[config.mk]
export PLATFORM = sky130hd
export DESIGN_NAME = multicycle_core
export DESIGN_NICKNAME = d
export VERILOG_FILES = /design/src/rtl/multicycle_core.sv
export SDC_FILE = /design/constraint.sdc
export NUM_CORES = 2
export LEC_CHECK = 0
export BUFFER_PORTS_ARGS = -buffer_cell sky130_fd_sc_hd__buf_2
export CELL_PAD_IN_SITES_DETAIL_PLACEMENT = 0
export CELL_PAD_IN_SITES_GLOBAL_PLACEMENT = 1
export CORE_MARGIN = 2
export CORE_UTILIZATION = 56
export DETAILED_ROUTE_END_ITERATION = 16
export HOLD_SLACK_MARGIN = 0.08
export PLACE_DENSITY_LB_ADDON = 0.15
export SETUP_SLACK_MARGIN = 0.05
export SYNTH_ARGS = -nofsm -noshare
export SYNTH_HDL_FRONTEND = slang
export SYNTH_SLANG_ARGS = --single-unit
[constraint.sdc]
create_clock -name clock_i -period 66.2 [get_ports clock_i]
set_input_delay 3.31 -clock clock_i [delete_from_list [all_inputs] [get_ports clock_i]]
set_output_delay 3.31 -clock clock_i [all_outputs]
set_load 0.005 [all_outputs]
[src/rtl/multicycle_core.sv]
// Multi-cycle MIPS-subset core sharing one ALU and one req/ready memory port; beq/j 3, R/addi/sw 4, lw 5 cycles.
// Memory stalls hold the core in FETCH/MEM with request fields stable; illegal or misaligned ops park it in HALT.
module multicycle_core #(
  parameter logic [31:0] RESET_PC = 32'h0000_0000,
  parameter int unsigned ADDR_W   = 32
) (
  input  logic              clock_i,
  input  logic              reset_i,
  output logic              mem_req_o,
  output logic              mem_we_o,
  output logic [ADDR_W-1:0] mem_addr_o,
  output logic [31:0]       mem_wdata_o,
  input  logic [31:0]       mem_rdata_i,
  input  logic              mem_ready_i,
  output logic              retire_o,
  output logic [31:0]       pc_o,
  output logic              halted_o
);

  typedef enum logic [2:0] {
    S_FETCH,
    S_DECODE,
    S_EXEC,
    S_MEM,
    S_WB,
    S_HALT
  } state_t;

  localparam logic [5:0] OP_R    = 6'b000000;
  localparam logic [5:0] OP_LW   = 6'b100011;
  localparam logic [5:0] OP_SW   = 6'b101011;
  localparam logic [5:0] OP_BEQ  = 6'b000100;
  localparam logic [5:0] OP_J    = 6'b000010;
  localparam logic [5:0] OP_ADDI = 6'b001000;

  localparam logic [5:0] F_ADD = 6'b100000;
  localparam logic [5:0] F_SUB = 6'b100010;
  localparam logic [5:0] F_AND = 6'b100100;
  localparam logic [5:0] F_OR  = 6'b100101;
  localparam logic [5:0] F_SLT = 6'b101010;

  state_t      state_q, state_d;
  logic [31:0] pc_q, pc_d;
  logic [31:0] ir_q, ir_d;
  logic [31:0] a_q, a_d;
  logic [31:0] b_q, b_d;
  logic [31:0] alu_q, alu_d;
  logic [31:0] mdr_q, mdr_d;
  logic        retire_q, retire_d;
  logic [31:0] gpr_q [32];

  logic        gpr_we;
  logic [4:0]  gpr_waddr;
  logic [31:0] gpr_wdata;
  logic        mem_req;
  logic        mem_we;
  logic [31:0] mem_addr;

  logic [5:0]  op;
  logic [4:0]  rs;
  logic [4:0]  rt;
  logic [4:0]  rd;
  logic [5:0]  funct;
  logic [15:0] imm16;
  logic [25:0] imm26;
  logic [31:0] sext_imm;
  logic [31:0] addr_sum;
  logic [31:0] r_result;
  logic        r_legal;

  assign op       = ir_q[31:26];
  assign rs       = ir_q[25:21];
  assign rt       = ir_q[20:16];
  assign rd       = ir_q[15:11];
  assign funct    = ir_q[5:0];
  assign imm16    = ir_q[15:0];
  assign imm26    = ir_q[25:0];
  assign sext_imm = {{16{imm16[15]}}, imm16};
  assign addr_sum = a_q + sext_imm;

  always_comb begin
    r_result = '0;
    r_legal  = 1'b1;
    case (funct)
      F_ADD:   r_result = a_q + b_q;
      F_SUB:   r_result = a_q - b_q;
      F_AND:   r_result = a_q & b_q;
      F_OR:    r_result = a_q | b_q;
      F_SLT:   r_result = {31'b0, ($signed(a_q) < $signed(b_q))};
      default: r_legal  = 1'b0;
    endcase
  end

  always_comb begin
    state_d   = state_q;
    pc_d      = pc_q;
    ir_d      = ir_q;
    a_d       = a_q;
    b_d       = b_q;
    alu_d     = alu_q;
    mdr_d     = mdr_q;
    retire_d  = 1'b0;
    gpr_we    = 1'b0;
    gpr_waddr = rt;
    gpr_wdata = alu_q;
    mem_req   = 1'b0;
    mem_we    = 1'b0;
    mem_addr  = pc_q;
    case (state_q)
      S_FETCH: begin
        mem_req = 1'b1;
        if (mem_ready_i) begin
          ir_d    = mem_rdata_i;
          pc_d    = pc_q + 32'd4;
          state_d = S_DECODE;
        end
      end
      S_DECODE: begin
        a_d     = gpr_q[rs];
        b_d     = gpr_q[rt];
        // Branch target precomputed here so EXEC only has to compare.
        alu_d   = pc_q + {sext_imm[29:0], 2'b00};
        state_d = S_EXEC;
      end
      S_EXEC: begin
        case (op)
          OP_R: begin
            alu_d   = r_result;
            state_d = r_legal ? S_WB : S_HALT;
          end
          OP_ADDI: begin
            alu_d   = addr_sum;
            state_d = S_WB;
          end
          OP_LW, OP_SW: begin
            alu_d   = addr_sum;
            state_d = (addr_sum[1:0] != 2'b00) ? S_HALT : S_MEM;
          end
          OP_BEQ: begin
            if (a_q == b_q) pc_d = alu_q;
            retire_d = 1'b1;
            state_d  = S_FETCH;
          end
          OP_J: begin
            pc_d     = {pc_q[31:28], imm26, 2'b00};
            retire_d = 1'b1;
            state_d  = S_FETCH;
          end
          default: state_d = S_HALT;
        endcase
      end
      S_MEM: begin
        mem_req  = 1'b1;
        mem_we   = (op == OP_SW);
        mem_addr = alu_q;
        if (mem_ready_i) begin
          if (op == OP_SW) begin
            retire_d = 1'b1;
            state_d  = S_FETCH;
          end else begin
            mdr_d   = mem_rdata_i;
            state_d = S_WB;
          end
        end
      end
      S_WB: begin
        gpr_we    = 1'b1;
        gpr_waddr = (op == OP_R) ? rd : rt;
        gpr_wdata = (op == OP_LW) ? mdr_q : alu_q;
        retire_d  = 1'b1;
        state_d   = S_FETCH;
      end
      S_HALT:  state_d = S_HALT;
      default: state_d = S_HALT;
    endcase
  end

  always_ff @(posedge clock_i or posedge reset_i) begin
    if (reset_i) begin
      state_q  <= S_FETCH;
      pc_q     <= RESET_PC;
      ir_q     <= '0;
      a_q      <= '0;
      b_q      <= '0;
      alu_q    <= '0;
      mdr_q    <= '0;
      retire_q <= 1'b0;
    end else begin
      state_q  <= state_d;
      pc_q     <= pc_d;
      ir_q     <= ir_d;
      a_q      <= a_d;
      b_q      <= b_d;
      alu_q    <= alu_d;
      mdr_q    <= mdr_d;
      retire_q <= retire_d;
    end
  end

  // $0 is never written, so it stays at its reset value of zero.
  always_ff @(posedge clock_i or posedge reset_i) begin
    if (reset_i) begin
      for (int i = 0; i < 32; i++) gpr_q[i] <= '0;
    end else if (gpr_we && (gpr_waddr != 5'd0)) begin
      gpr_q[gpr_waddr] <= gpr_wdata;
    end
  end

  // Reset sits in FETCH, so the request is gated to drop immediately on reset.
  assign mem_req_o   = mem_req & ~reset_i;
  assign mem_we_o    = mem_we & ~reset_i;
  assign mem_addr_o  = mem_addr[ADDR_W-1:0];
  assign mem_wdata_o = b_q;
  assign retire_o    = retire_q;
  assign pc_o        = pc_q;
  assign halted_o    = (state_q == S_HALT);

endmodule

# Word-level counts from Yosys, hierarchy flattened
# Cells that the tools add are included.
# Widths: inputs -> output; s select.
# totals
regBits	1220
input_bits	35
out_inout_bits	100
word_cells	139
# op_classes
add_sub_neg	5
order_cmp	5
n_eq_ne	24
n_mux	36
bitwise_logic	9
n_reduce_logical	19
# op_table
cell	n
$bwmux 1024	1
$bmux 32 s5	2
$mux 32	10
$pmux 32 s2	4
$demux 32 s5	1
$pmux 32 s5	1
$add 32x32->32	3
$eq 6x6->1 const B	7
$add 32x3->32 const B	1
$and 32x32->32	1
$eq 32x32->1	1
$lt 32x32->1	1
$or 32x32->32	1
$sub 32x32->32	1
$ge 6x6->1 const B	3
$not 5->6	3
$pmux 3 s5	1
$mux 3	4
$pmux 3 s4	1
$mux 5	2
$ne 2x2->1 const B	5
$mux 1	8
$eq 3x2->1 const B	2
$eq 3x3->1 const B	2
22 further kinds	32

# Logic depth before layout (Yosys ltp)
# depth
word_depth	9
depth_mapped	14

# Worst setup path before layout
# Ideal clock, no wire load.
# synth_timing
kind	input to output
startpoint	in reset_i
endpoint	out mem_we_o
arrival_time_ns	3.514
required_ns	62.890
path_slack_ns	59.376
path_stages	1
n_path_buf	0
path_cell_list	nor3_1
# synth_via
elab_chain_len	2
# synth_lines
element	line_no	text
start: declaration	8	input logic reset_i,
$not 1->1	211	assign mem_we_o = mem_we & ~reset_i;
$and 1x1->1	211	
end: declaration	10	output logic mem_we_o,
# No other way between the ends.

==> flow_summary.toml <==
[final_layout]
drive_gt1_share_pct = 20.9
fillCellCount = 10000
nets = 6408
final_common_cell = "dfrtp_1"
area_growth_pct = 8.74
mostFrequentLayoutCells = "1,209 x dfrtp_1, 776 x nor2_1, 763 x a21oi_1, 655 x nand2_1, 640 x mux4_2"
n_antenna_cell = 0

[grt]
grtUsageTotal_pct = 36.3
grt_first_pass_wirelength_mm = 337
antenna_found_initial = 6
grt_start_max_net_pins = 176
grt_pass1_vias = 51500
gr-total-overflow = 0

[worst_hold_path]
worstHoldPathType = "reg -> reg"

[yosys]
synthArstFlopShare_pct = 100
syn-instance-count = 6401
synth_edf_count = 0
syn-num-nets = 6612
syn-cell-area_um2 = 69100
ys.flop_type = "dfrtp_1"
synth_area_per_cell_um2 = 10.8
yosysSeqAreaShare_pct = 44.2
synth.distinct_cells = 99
synth-seq-cells = 1220
yosys_warnings = 0

[clock_tree]
cts_setup_buffers = 0
cts_buffers = 135
cts.clk_slew.worst_paths_ps = 60
clk_latency_ps = 780
cts_root_buf = "clkbuf_16"
cts_hold_buf = 0
clockBufferDepth = 3
htreeDepth = 4
post_cts_resized = 0
clock-sinks = 1220
cts_tree = "built"

[route]
wl_per_cell_um = 28.4
drcViolationCount = 0
met3_wirelength_mm = 19.0
drt_iter0_drc = 5932
routed_wl_mm = 225
top_layer_used = "met4"
first_pass_iters = 6
dr_total_vias = 52300
dr_wl_met2_mm = 106
met1_length_mm = 90.8
ant_nets = 0
viasPerCell = 6.59

[setup_path]
worstSetupStartpoint = "reset_i"
worstPathCellList = "buf_2 > inv_8 > buf_4 > buf_4 > buf_4 > buf_4 > buf_4"
r2r_start = "ir_q[16]$_DFFE_PP0P_"
reg2reg_depth = 8
crit_slowest_cell = "buf_4"
required_ps = 66990
crit_arrival_ps = 8190
start_kind = "input port"
cp_slowest_stage_delay_ps = 930
cp_common_cell = "buf_4"
cp_max_fo = 111
crit_type = "in -> async"
endpoint = "gpr_q[870]$_DFFE_PP0P_"
path_buf_inv = 7
r2r_end = "mem_wdata_o[6]$_DFFE_PP0P_"
worstSetupPathDepth = 7
crit_path_end_kind = "asynchronous set/reset pin"
crit_family = "buffers and inverters"
reg2reg_slack_ps = 60430

[run_status]
outcome = "complete, no violations"

[place]
dp_hpwl_mm = 136
gp_congestion = 0.966
numPortBuffers = 134

[power_and_ir_drop]
pwr-share-comb_pct = 5.1
switching_share_pct = 23.9
p_switching_uw = 381
pwr-share-seq_pct = 47.2
pwr-share-clk_pct = 47.7
p_int_mw = 1.21
ir_drop_mv = 0.0234
p_leak_nw = 32.7
total_power_mw = 1.59
power.density_nw_per_um2 = 21.2

[die]
rows = 128
die_w_um = 355
initial_utilization_pct = 56.6
core_area_um2 = 122000
ioPinCount = 135
dieArea_um2 = 126000
die_h_um = 355

[timing]
slew_headroom_pct = 15.7
setup_violations = 0
timing.final.max_slew_violations = 0
rsz0062_at_grt = "false"
worstMarginPinSlew_ps = 1260
fmax_mhz = 135
min_period_ps = 7410
fin_tns_setup_ps = 0
clock_skew_ps = 26.1
hold_viol = 0
period_share_pct = 11.2

[flow_run]
maxCapViolCount = 0
[layer usage]
metal | up-vias | track usage [%]
met3 | 499 | 6.66
met4 | 0 | 14.0
li1 | 22900 | -
met5 | - | 0
met1 | 26500 | 50.4
met2 | 2370 | 57.5
[worst min path at each step]
stage / start / endpoint / slack, ps / cells after the start
CTS: gpr_q[1022]$_DFFE_PP0P_ / gpr_q[1022]$_DFFE_PP0P_ / 400 / 0
global route: gpr_q[1023]$_DFFE_PP0P_ / gpr_q[1023]$_DFFE_PP0P_ / 410 / 0
finish: gpr_q[1022]$_DFFE_PP0P_ / gpr_q[1022]$_DFFE_PP0P_ / 390 / 0
floorplan: gpr_q[1000]$_DFFE_PP0P_ / gpr_q[1000]$_DFFE_PP0P_ / 440 / 1
global placement: gpr_q[1013]$_DFFE_PP0P_ / gpr_q[1013]$_DFFE_PP0P_ / 380 / 0
detailed placement: gpr_q[1015]$_DFFE_PP0P_ / gpr_q[1015]$_DFFE_PP0P_ / 380 / 0
[cell type report]
type	instances	area, µm²	area share [%]
multi-input cells	4470	36000	47.9
flip-flops and latches	1220	30600	40.7
clock buffers	198	4010	5.34
well taps	1625	2030	2.71
repair buffers	253	1640	2.18
inverters	117	452	0.601
clock inverters	44	430	0.573
[flip-flops by register name (all words and copies together) (netlist names)]
register / cells
mem_wdata_o: 32
alu_q: 32
mdr_q: 32
a_q: 32
pc_o: 32
gpr_q: 1024
retire_o: 1
ir_q: 32
state_q: 3
[Yosys cell counts (all sizes together) (40+ instances only)]
library cell	count	area, µm²
dfrtp	1220	30500
nor2	796	3100
a21oi	764	3830
nand2	668	2510
mux4	640	14400
o21ai	605	3050
clkbuf	410	1540
buf	184	865
ha	172	2150
inv	112	420
mux2	90	1010
mux2i	74	753
a31oi	56	357
xnor2	51	447
nor3	47	240
a21o	42	315
nand3	40	200
[worst reg2reg max path: stages, from the launching register on]
cell     delay (ps)
dfrtp_4         840
buf_4           800
buf_4           860
buf_4           910
buf_4           820
mux4_2          610
mux4_2          470
nand2_1         130
a31oi_1         130
[metrics by stage]
step           setup slack (ps)  util, %  instance area, µm²  std cells  hold slack, ps
2_1_floorplan             28520        -               69100       6401             441
3_3_place_gp              57820     57.9               70700       7685             376
3_5_place_dp              57790     57.9               70700       7685             384
4_1_cts                   58610     61.5               75100       7927             396
5_1_grt                   57990     61.5               75100       7927             408
6_report                  58790     61.5               75100       7927             394
[power by group through the flow]
| stage | clock network (mW) | registers, mW | logic [mW] |
|---|---|---|---|
| 5_1_grt | 0.799 | 0.753 | 0.0878 |
| 2_1_floorplan | 0 | 0.763 | 0.0601 |
| 3_5_place_dp | 0 | 0.767 | 0.0821 |
| 4_1_cts | 0.768 | 0.753 | 0.0822 |
| 3_3_place_gp | 0 | 0.767 | 0.0818 |
| 6_report | 0.760 | 0.753 | 0.0813 |
[kinds of logic (layout without fill, tap and decap cells)]
group                    count (synthesis)  in the layout  share of synthesized area [%]
AND/OR/NAND/NOR                       1716           1716                           10.4
multiplexers                           804            804                           23.4
AO/OA/AOI/OAI                         1698           1698                           13.7
adder cells (fa/ha/maj)                176            176                           3.23
XOR/XNOR                                76             76                          0.964
flip-flops                            1220           1220                           44.2
buffers and inverters                  711            612                           4.12
Power figures use the tool's default switching activity.
